<file path="src/rtl/serial_adder_pkg.sv">
// -----------------------------------------------------------------------------
// serial_adder_pkg
// Shared definitions for the digit-serial adder/subtractor: the controller
// state width and the state encoding used by serial_adder.
// -----------------------------------------------------------------------------
package serial_adder_pkg;

  localparam int STATE_W = 2;

  // IDLE waits for start, RUN walks the digits, DONE is the one-cycle
  // completion state that carries the done pulse.
  typedef enum logic [STATE_W-1:0] {
    IDLE = 2'd0,
    RUN  = 2'd1,
    DONE = 2'd2
  } state_e;

endpackage : serial_adder_pkg

</file>
<file path="src/rtl/digit_adder.sv">
// -----------------------------------------------------------------------------
// digit_adder
// Purely combinational DIGIT-bit ripple-carry chain of full_adder cells.
// Ports:
//   a, b     : DIGIT-bit operand digits
//   cin      : carry into bit 0
//   s        : DIGIT-bit digit sum
//   cout     : carry out of the top bit
//   msb_cin  : carry into the top bit; XORed with cout by the caller to
//              form signed overflow on the final digit
// -----------------------------------------------------------------------------
module digit_adder
  import serial_adder_pkg::*;
#(
  parameter int DIGIT = 1
) (
  input  logic [DIGIT-1:0] a,
  input  logic [DIGIT-1:0] b,
  input  logic             cin,
  output logic [DIGIT-1:0] s,
  output logic             cout,
  output logic             msb_cin
);

  // carry_s[i] is the carry into bit i; carry_s[DIGIT] leaves the chain.
  logic [DIGIT:0] carry_s;

  assign carry_s[0] = cin;

  for (genvar gi = 0; gi < DIGIT; gi++) begin : g_chain
    full_adder u_fa (
      .a    (a[gi]),
      .b    (b[gi]),
      .cin  (carry_s[gi]),
      .s    (s[gi]),
      .cout (carry_s[gi+1])
    );
  end

  assign cout    = carry_s[DIGIT];
  // For DIGIT=1 this is simply the incoming carry register value.
  assign msb_cin = carry_s[DIGIT-1];

endmodule : digit_adder

</file>
<file path="src/rtl/full_adder.sv">
// -----------------------------------------------------------------------------
// full_adder
// Single-bit full adder, the cell the digit ripple chain is built from.
// Ports:
//   a, b  : addend bits
//   cin   : carry in
//   s     : sum bit
//   cout  : carry out
// -----------------------------------------------------------------------------
module full_adder (
  input  logic a,
  input  logic b,
  input  logic cin,
  output logic s,
  output logic cout
);

  assign s    = a ^ b ^ cin;
  assign cout = (a & b) | (cin & (a ^ b));

endmodule : full_adder

</file>
<file path="src/rtl/serial_adder.sv">
// -----------------------------------------------------------------------------
// serial_adder
// Multi-cycle WIDTH-bit adder/subtractor processing DIGIT bits per clock,
// least significant digit first, with the carry held in a register between
// digits. Start/busy/done handshake; results only update on completion.
// Ports:
//   clk      : clock, all state changes on posedge
//   rst      : synchronous active-high reset, highest priority
//   start    : request, sampled only in IDLE
//   sub      : 0 = a+b+cin, 1 = a-b (cin ignored); captured with start
//   a, b     : WIDTH-bit operands, captured with start
//   cin      : carry in for add mode, captured with start
//   busy     : high while digits are being computed
//   done     : one-cycle pulse on the edge sum/cout/overflow update
//   sum      : last completed result (modulo 2^WIDTH)
//   cout     : final carry out; in sub mode 1 means no borrow (a >= b)
//   overflow : signed overflow of the last completed operation
// -----------------------------------------------------------------------------
module serial_adder
  import serial_adder_pkg::*;
#(
  parameter int WIDTH = 8,
  parameter int DIGIT = 1
) (
  input  logic             clk,
  input  logic             rst,
  input  logic             start,
  input  logic             sub,
  input  logic [WIDTH-1:0] a,
  input  logic [WIDTH-1:0] b,
  input  logic             cin,
  output logic             busy,
  output logic             done,
  output logic [WIDTH-1:0] sum,
  output logic             cout,
  output logic             overflow
);

  localparam int NDIG  = WIDTH / DIGIT;
  localparam int CNT_W = (NDIG > 1) ? $clog2(NDIG) : 1;

  if ((WIDTH < 2) || (DIGIT < 1) || (DIGIT > WIDTH) || ((WIDTH % DIGIT) != 0)) begin : g_param_check
    $error("serial_adder: need WIDTH >= 2, 1 <= DIGIT <= WIDTH and WIDTH %% DIGIT == 0");
  end

  state_e             state_r;
  logic [WIDTH-1:0]   a_r;      // operand A, shifted right one digit per cycle
  logic [WIDTH-1:0]   b_r;      // operand B (already inverted for subtract)
  logic [WIDTH-1:0]   res_r;    // result digits enter from the MSB side
  logic               carry_r;
  logic [CNT_W-1:0]   cnt_r;

  logic [DIGIT-1:0]   dsum_s;
  logic               dcout_s;
  logic               dmsb_cin_s;
  logic [WIDTH+DIGIT-1:0] res_cat_s;
  logic [WIDTH-1:0]   res_next_s;
  logic               last_s;

  digit_adder #(
    .DIGIT (DIGIT)
  ) u_digit (
    .a       (a_r[DIGIT-1:0]),
    .b       (b_r[DIGIT-1:0]),
    .cin     (carry_r),
    .s       (dsum_s),
    .cout    (dcout_s),
    .msb_cin (dmsb_cin_s)
  );

  // Shift the new digit in from the top; the concatenation keeps this legal
  // even when DIGIT == WIDTH (the whole result arrives in one cycle).
  assign res_cat_s  = {dsum_s, res_r};
  assign res_next_s = res_cat_s[WIDTH+DIGIT-1:DIGIT];
  assign last_s     = (cnt_r == CNT_W'(NDIG - 1));

  // Controller, operand/result shift registers and registered outputs.
  always_ff @(posedge clk) begin
    if (rst) begin
      state_r  <= IDLE;
      a_r      <= '0;
      b_r      <= '0;
      res_r    <= '0;
      carry_r  <= 1'b0;
      cnt_r    <= '0;
      busy     <= 1'b0;
      done     <= 1'b0;
      sum      <= '0;
      cout     <= 1'b0;
      overflow <= 1'b0;
    end else begin
      case (state_r)
        IDLE: begin
          done <= 1'b0;
          if (start) begin
            // Subtract is a + ~b + 1: invert B once and seed the carry.
            a_r     <= a;
            b_r     <= sub ? ~b : b;
            carry_r <= sub ? 1'b1 : cin;
            cnt_r   <= '0;
            busy    <= 1'b1;
            state_r <= RUN;
          end else begin
            busy    <= 1'b0;
            state_r <= IDLE;
          end
        end
        RUN: begin
          a_r     <= a_r >> DIGIT;
          b_r     <= b_r >> DIGIT;
          res_r   <= res_next_s;
          carry_r <= dcout_s;
          cnt_r   <= cnt_r + CNT_W'(1);
          if (last_s) begin
            sum      <= res_next_s;
            cout     <= dcout_s;
            overflow <= dmsb_cin_s ^ dcout_s;
            done     <= 1'b1;
            busy     <= 1'b0;
            state_r  <= DONE;
          end else begin
            done     <= 1'b0;
            busy     <= 1'b1;
            state_r  <= RUN;
          end
        end
        DONE: begin
          // start is deliberately not looked at here.
          done    <= 1'b0;
          busy    <= 1'b0;
          state_r <= IDLE;
        end
        default: begin
          done    <= 1'b0;
          busy    <= 1'b0;
          state_r <= IDLE;
        end
      endcase
    end
  end

endmodule : serial_adder

</file>
<file path="config.mk">
export PLATFORM = sky130hd
export DESIGN_NAME = serial_adder
export DESIGN_NICKNAME = d
export VERILOG_FILES = /design/src/rtl/serial_adder_pkg.sv /design/src/rtl/digit_adder.sv /design/src/rtl/full_adder.sv /design/src/rtl/serial_adder.sv
export SDC_FILE = /design/constraint.sdc
export NUM_CORES = 1
export LEC_CHECK = 0
export BUFFER_PORTS_ARGS = -buffer_cell sky130_fd_sc_hd__buf_2
export CAP_MARGIN = 25
export CORE_MARGIN = 4
export CORE_UTILIZATION = 50
export DETAILED_ROUTE_END_ITERATION = 10
export PLACE_DENSITY = 0.74
export SETUP_SLACK_MARGIN = 0.3
export SYNTH_ARGS = -nofsm -noshare
export SYNTH_HDL_FRONTEND = slang
export SYNTH_SLANG_ARGS = --single-unit
</file>
<file path="constraint.sdc">
create_clock -name clk -period 3.4 [get_ports clk]
set_input_delay 0.68 -clock clk [delete_from_list [all_inputs] [get_ports clk]]
set_output_delay 0.68 -clock clk [all_outputs]
set_load 0.1 [all_outputs]
</file>
==> metrics.txt, run 1 <==
status=finished, final reports clean; CTS tree=done; hold_buf cts=0; worst hold path class=register to register; Crit path largest cell delay=0.62 ns; Pleak=0.720 nW; crit path from=state_r[0]; Syn Nets=207; worst flop-to-flop path endpoint=b_r[5]; IO buf count=32; # Max-Cap Violations=0; largest net degree at the start of global routing=43; Syn-to-layout area delta=13.1%; clock sink total=40; worst skew pair latency=0.34 ns; number of flops mapped to enable cells by yosys=0; Layout fillers=308; Main synth FF type=dfxtp_1; drt via density=5.24; Design Power=870 uW; Clock Path Buffers=2; slowest CP cell=dfxtp_1; crit path cell chain=buf_2; initial antenna violation count=0; clk_skew=0.0106 ns; total wire length=3140 um; Setup crit start kind=register; Critical Path Sink=busy; VDD IR max=0.213 mV; Setup TNS Final=0 ns; R2R Setup Slk=1.69 ns; max-slew violation count=0; GR Overflow Total=0; die area=0.00426 mm2; clock-pin slew on the worst setup and hold paths=0.11 ns; Buf+Inv Stages, Crit Path=1; relative slew slack=0.401; io pins=33; Clock Tree Root=clkbuf_4; htree depth=2; DIE HEIGHT=65.2 um; Row Count=20; die width=65.2 um; Setup CP Type=register to output port; Worst EP required=2.72 ns; WP depth=1; first-pass GRT wire length=5240 um; RePlAce Congestion=0.783; synthesized instance count=183; R2R cell count=3; period utilization=0.632; average instance area after synthesis=8.95 um2; register area share after synthesis=0.489; CP arrival=1.47 ns; fin crit period=2.15 ns; origin of the critical flop-to-flop path=state_r[0]; Initial Utilization=0.528; wire per inst=12.4 um; share of layout cells above drive strength 1=0.200; Pwr Density=470 mW/mm2; Core Area=0.00310 mm2; DP Wirelength=2260 um; cts bufs inserted=5; post-synth cell types=29; Max Freq=0.465 GHz; Post-Syn Area=0.00164 mm2; CP top delay family=flip-flops; Max FO, Critical Path=15; DR vias=1,332; gr usage total=0.158; post-CTS setup buffers=0; Post-DRT Antenna Nets=0; Worst Tran Pin Value=0.896 ns; Synthesis Warnings=0; Antenna diodes=0; DR pass1 iterations=4; number of synthesized register bits=40; Final Hold Violating Endpoints=0; post-CTS sizing=0; RSZ-0062 raised after global routing=false; initial drt markers=38; vias in the first global route=1,245; Post-synth ARST share=0; nets=234; final setup fails=0; CP Capture Type=output port; DR DRC count=0
-- registers in the layout, summed over array words and instances (netlist names) --
signal / cells
done: 1
cout: 1
carry_r: 1
b_r: 8
state_r: 2
overflow: 1
res_r: 7
a_r: 8
sum: 8
cnt_r: 3
-- Yosys cell counts (2+ instances only) --
master,n,share of area
o2bb2ai_1,4,0.021
ha_1,2,0.015
xnor2_1,8,0.043
clkbuf_1,4,0.0092
nand2_1,32,0.073
dfxtp_1,40,0.49
o22ai_1,10,0.038
nand2b_1,3,0.011
a21oi_1,16,0.049
a22oi_1,11,0.050
nor2_1,20,0.046
buf_4,5,0.023
inv_1,2,0.0046
a211oi_1,8,0.037
buf_2,3,0.0092
nand3b_1,2,0.0092
-- metal layers --
layer  part of all wire  up-vias  GRT usage
met1               0.44      610      0.183
met3              0.046        6     0.0410
met2               0.49       30      0.272
met5                  0        -          0
li1                   -      686          -
met4              0.018        0     0.0699
-- metrics by stage --
| step | hold WS, ns | utilization | instance area [um2] | instances | setup WS (ns) |
|---|---|---|---|---|---|
| after CTS | 0.462 | 0.595 | 1850 | 253 | 1.24 |
| after global placement | 0.439 | 0.574 | 1780 | 246 | 1.41 |
| after detailed placement | 0.447 | 0.574 | 1780 | 246 | 1.32 |
| after floorplan | 0.432 | - | 1640 | 183 | 1.55 |
| after global routing | 0.483 | 0.597 | 1850 | 254 | 1.14 |
| final | 0.459 | 0.597 | 1850 | 254 | 1.25 |
-- how the worst min path moves through the flow --
stage | startpoint | endpoint | slack, ns | depth (start not counted)
floorplan | res_r[1] | sum[0] | 0.43 | 2
global placement | sum[3] | sum[3] | 0.44 | 2
detailed placement | cout | cout | 0.45 | 2
CTS | sum[2] | sum[2] | 0.46 | 2
global route | sum[0] | sum[0] | 0.48 | 2
finish | sum[5] | sum[5] | 0.46 | 2
-- cells in the final DEF, fill, tap and decap left out, drive strengths merged --
cell	n
and3b	1
o22ai	10
inv	2
o21bai	1
a22oi	11
nor3b	2
a21oi	16
xnor2	8
nand2b	3
xor2	1
nor2b	1
buf	33
nor2	20
nand3b	2
dfxtp	40
o21ba	1
a211oi	8
o2bb2ai	4
clkbuf	7
fa	1
o31ai	1
ha	2
a2bb2oi	1
nand2	32
o21ai	1
mux2i	1
-- cells by family after synthesis --
| family | count (synthesis) | share of synthesized area |
|---|---|---|
| AND/OR/NAND/NOR | 61 | 0.161 |
| AO/OA/AOI/OAI | 54 | 0.219 |
| flip-flops | 40 | 0.489 |
| buffers and inverters | 15 | 0.0489 |
| XOR/XNOR | 9 | 0.0481 |
| adder cells (fa/ha/maj) | 3 | 0.0275 |
| multiplexers | 1 | 0.00611 |
-- layout make-up --
class                           count  area, um2  share of cell area
Multi-Input combinational cell    128        757               0.409
Clock buffer                        7       65.1              0.0351
Timing Repair Buffer               33        168              0.0905
Tap cell                           44       55.1              0.0297
Inverter                            2       7.51             0.00405
Sequential cell                    40        801               0.432
-- report_power, final --
group	switching, mW	internal [mW]
logic	0.0601	0.0450
registers	0.0155	0.490
clock network	0.143	0.117
total	0.218	0.652
-- worst register-to-register path: stages (launching register included) --
cell and delay [ns]:
dfxtp_1 0.46, o21bai_1 0.78, a22oi_1 0.20, o22ai_1 0.19
(Power assumes the default switching activity.)
==> run 2, diff against run 1 <==
- CORE_UTILIZATION: 50 -> 48
- clock period: 3.4 -> 1.7 ns (I/O delays scaled with it)
==> run 2 against run 1 <==
Net effect:
- utilization grew 3.3 points
- combinational power increased by 120%
- worst hold slack worse by 0.22 ns
- sequential share of layout area fell by 2.6 points
- cell area is 7.2% higher
- clock skew rose by 0.0049 ns
- die area rose by 3.7%
- register-to-register slack got worse by 1.3 ns
- power increased by 100%
==> metrics.txt, run 2 (same netlist as run 1, synthesis figures left out) <==
status=finished, final reports clean; crit path from=cout; CP top delay family=flip-flops; cts bufs inserted=5 (unchanged); relative slew slack=0.645 (+0.244); IO buf count=32 (unchanged); origin of the critical flop-to-flop path=cnt_r[0]; DR vias=1,364 (+2.4%); worst flop-to-flop path endpoint=sum[7]; Clock Tree Root=clkbuf_4; HP Start=a[7]; R2R Setup Slk=0.36 ns (-1.33 ns); nets=241 (+3.0%); die width=66.4 um (+1.8%); htree depth=2 (unchanged); VDD IR max=0.583 mV (+170%); final hold slack=0.236 ns (-0.223 ns); Worst Tran Pin Value=0.532 ns (-0.365 ns); hold path endpoint=a_r[7]; Max Freq=0.736 GHz; wire per inst=12.8 um (+3.4%); RePlAce Congestion=0.781 (-0.19%); Buf+Inv Stages, Crit Path=1 (unchanged); most frequent cells in the layout=dfxtp_1, nand2_1, nor2_1, buf_2, a21oi_1; DR pass1 iterations=4 (unchanged); vias in the first global route=1,311 (+5.3%); Antenna diodes=0 (unchanged); Pwr Density=884 mW/mm2 (+88%); fin crit period=1.36 ns; first-pass GRT wire length=5640 um (+7.8%); Pleak=0.756 nW (+4.9%); period utilization=0.800; initial drt markers=54 (+42%); WHS Path Cells=3 (+1); CTS tree=done; gr usage total=0.169 (+0.0107); total wire length=3350 um (+6.6%); Setup crit start kind=register; clk_skew=0.0155 ns (+0.00485 ns); final setup fails=0 (unchanged); DR DRC count=0 (unchanged); GR Overflow Total=0 (unchanged); share of layout cells above drive strength 1=0.261 (+0.0615); RSZ-0062 raised after global routing=true; Initial Utilization=0.519 (-0.00838); hold_buf cts=0 (unchanged); Largest regs=a_r (8), b_r (8), sum (8); DIE HEIGHT=66.4 um (+1.8%); DP Wirelength=2300 um (+1.7%); Crit path largest cell delay=0.36 ns (-0.26 ns); io pins=33 (unchanged); Clock Path Buffers=2 (unchanged); Syn-to-layout area delta=21.3%; crit path cell chain=buf_4; R2R cell count=6 (+3); slowest CP cell=dfxtp_1; Worst EP required=1.36 ns (-1.36 ns); clock sink total=40 (unchanged); # Max-Cap Violations=0 (unchanged); largest net degree at the start of global routing=23 (-47%); clock-pin slew on the worst setup and hold paths=0.13 ns (+0.02 ns); WP depth=1 (unchanged); die area=0.00441 mm2 (+3.7%); max-slew violation count=0 (unchanged); commonest non-fill, non-tap cell in the layout=dfxtp_1; Row Count=20 (unchanged); Final Hold Violating Endpoints=0 (unchanged); Post-DRT Antenna Nets=0 (unchanged); worst hold path class=input port to register; Max FO, Critical Path=2 (-13); fin util=0.630 (+0.0330); initial antenna violation count=0 (unchanged); Setup CP Type=register to output port; CP Capture Type=output port; drt via density=5.21 (-0.72%); Setup TNS Final=0 ns (unchanged); CP arrival=1.02 ns (-0.45 ns); Core Area=0.00315 mm2 (+1.6%); worst skew pair latency=0.36 ns (+0.02 ns)
run 2: cell types whose count changed in the layout (fill, tap and decap cells not counted), sizes merged:
cell      change
clkinvlp      +2
clkbuf        -1
buf           +7
run 2: routing by layer:
layer / global-route usage / wire, um / part of all wire / vias to the layer above
met5: 0 / 0 / 0 / -
met3: 0.0425 / 157 / 0.047 / 8
met4: 0.0990 / 87 / 0.026 / 0
met1: 0.195 / 1530 / 0.45 / 619
met2: 0.279 / 1580 / 0.47 / 33
li1: - / - / - / 704
run 2: timing repair:
| item | 4_1_cts | 5_1_grt |
|---|---|---|
| buffers inserted | 2 | 4 |
| gates resized for setup | 12 | 12 |
| cloned | 0 | 0 |
| setup endpoints to repair | 34 | 21 |
| pin swaps | 0 | 1 |
run 2: worst max-delay path by stage:
stage	end	slack, ns
final	cout	0.34
after global placement	b_r[2]	0.08
after detailed placement	b_r[2]	0.03
after CTS	b_r[2]	0.08
after global routing	sum[3]	0.27
after floorplan	overflow	0.38
run 2: area by class of cell:
| class | instances | area (um2) |
|---|---|---|
| sequential | 40 | 807 |
| timing repair buffer | 40 | 282 |
| clock buffer | 6 | 51.3 |
| clock inverter | 2 | 15.0 |
| tap | 44 | 55.1 |
| multi-input combinational | 128 | 769 |
| fill | 283 | 1170 |
| inverter | 2 | 7.51 |
run 2: power by group:
group | switching [mW] | internal [mW]
clock | 0.314 | 0.201
combinational | 0.127 | 0.103
sequential | 0.0307 | 0.980
total | 0.472 | 1.28
run 2: stage by stage:
step                      instance area, um2  cells  power, mW  setup slack [ns]
after floorplan                         1640    183       1.19             0.376
after global placement                  1800    248       1.24            0.0820
after detailed placement                1800    248       1.25            0.0311
after CTS                               1910    258       1.76            0.0771
after global routing                    1990    262       1.83             0.271
final                                   1990    262       1.76             0.341
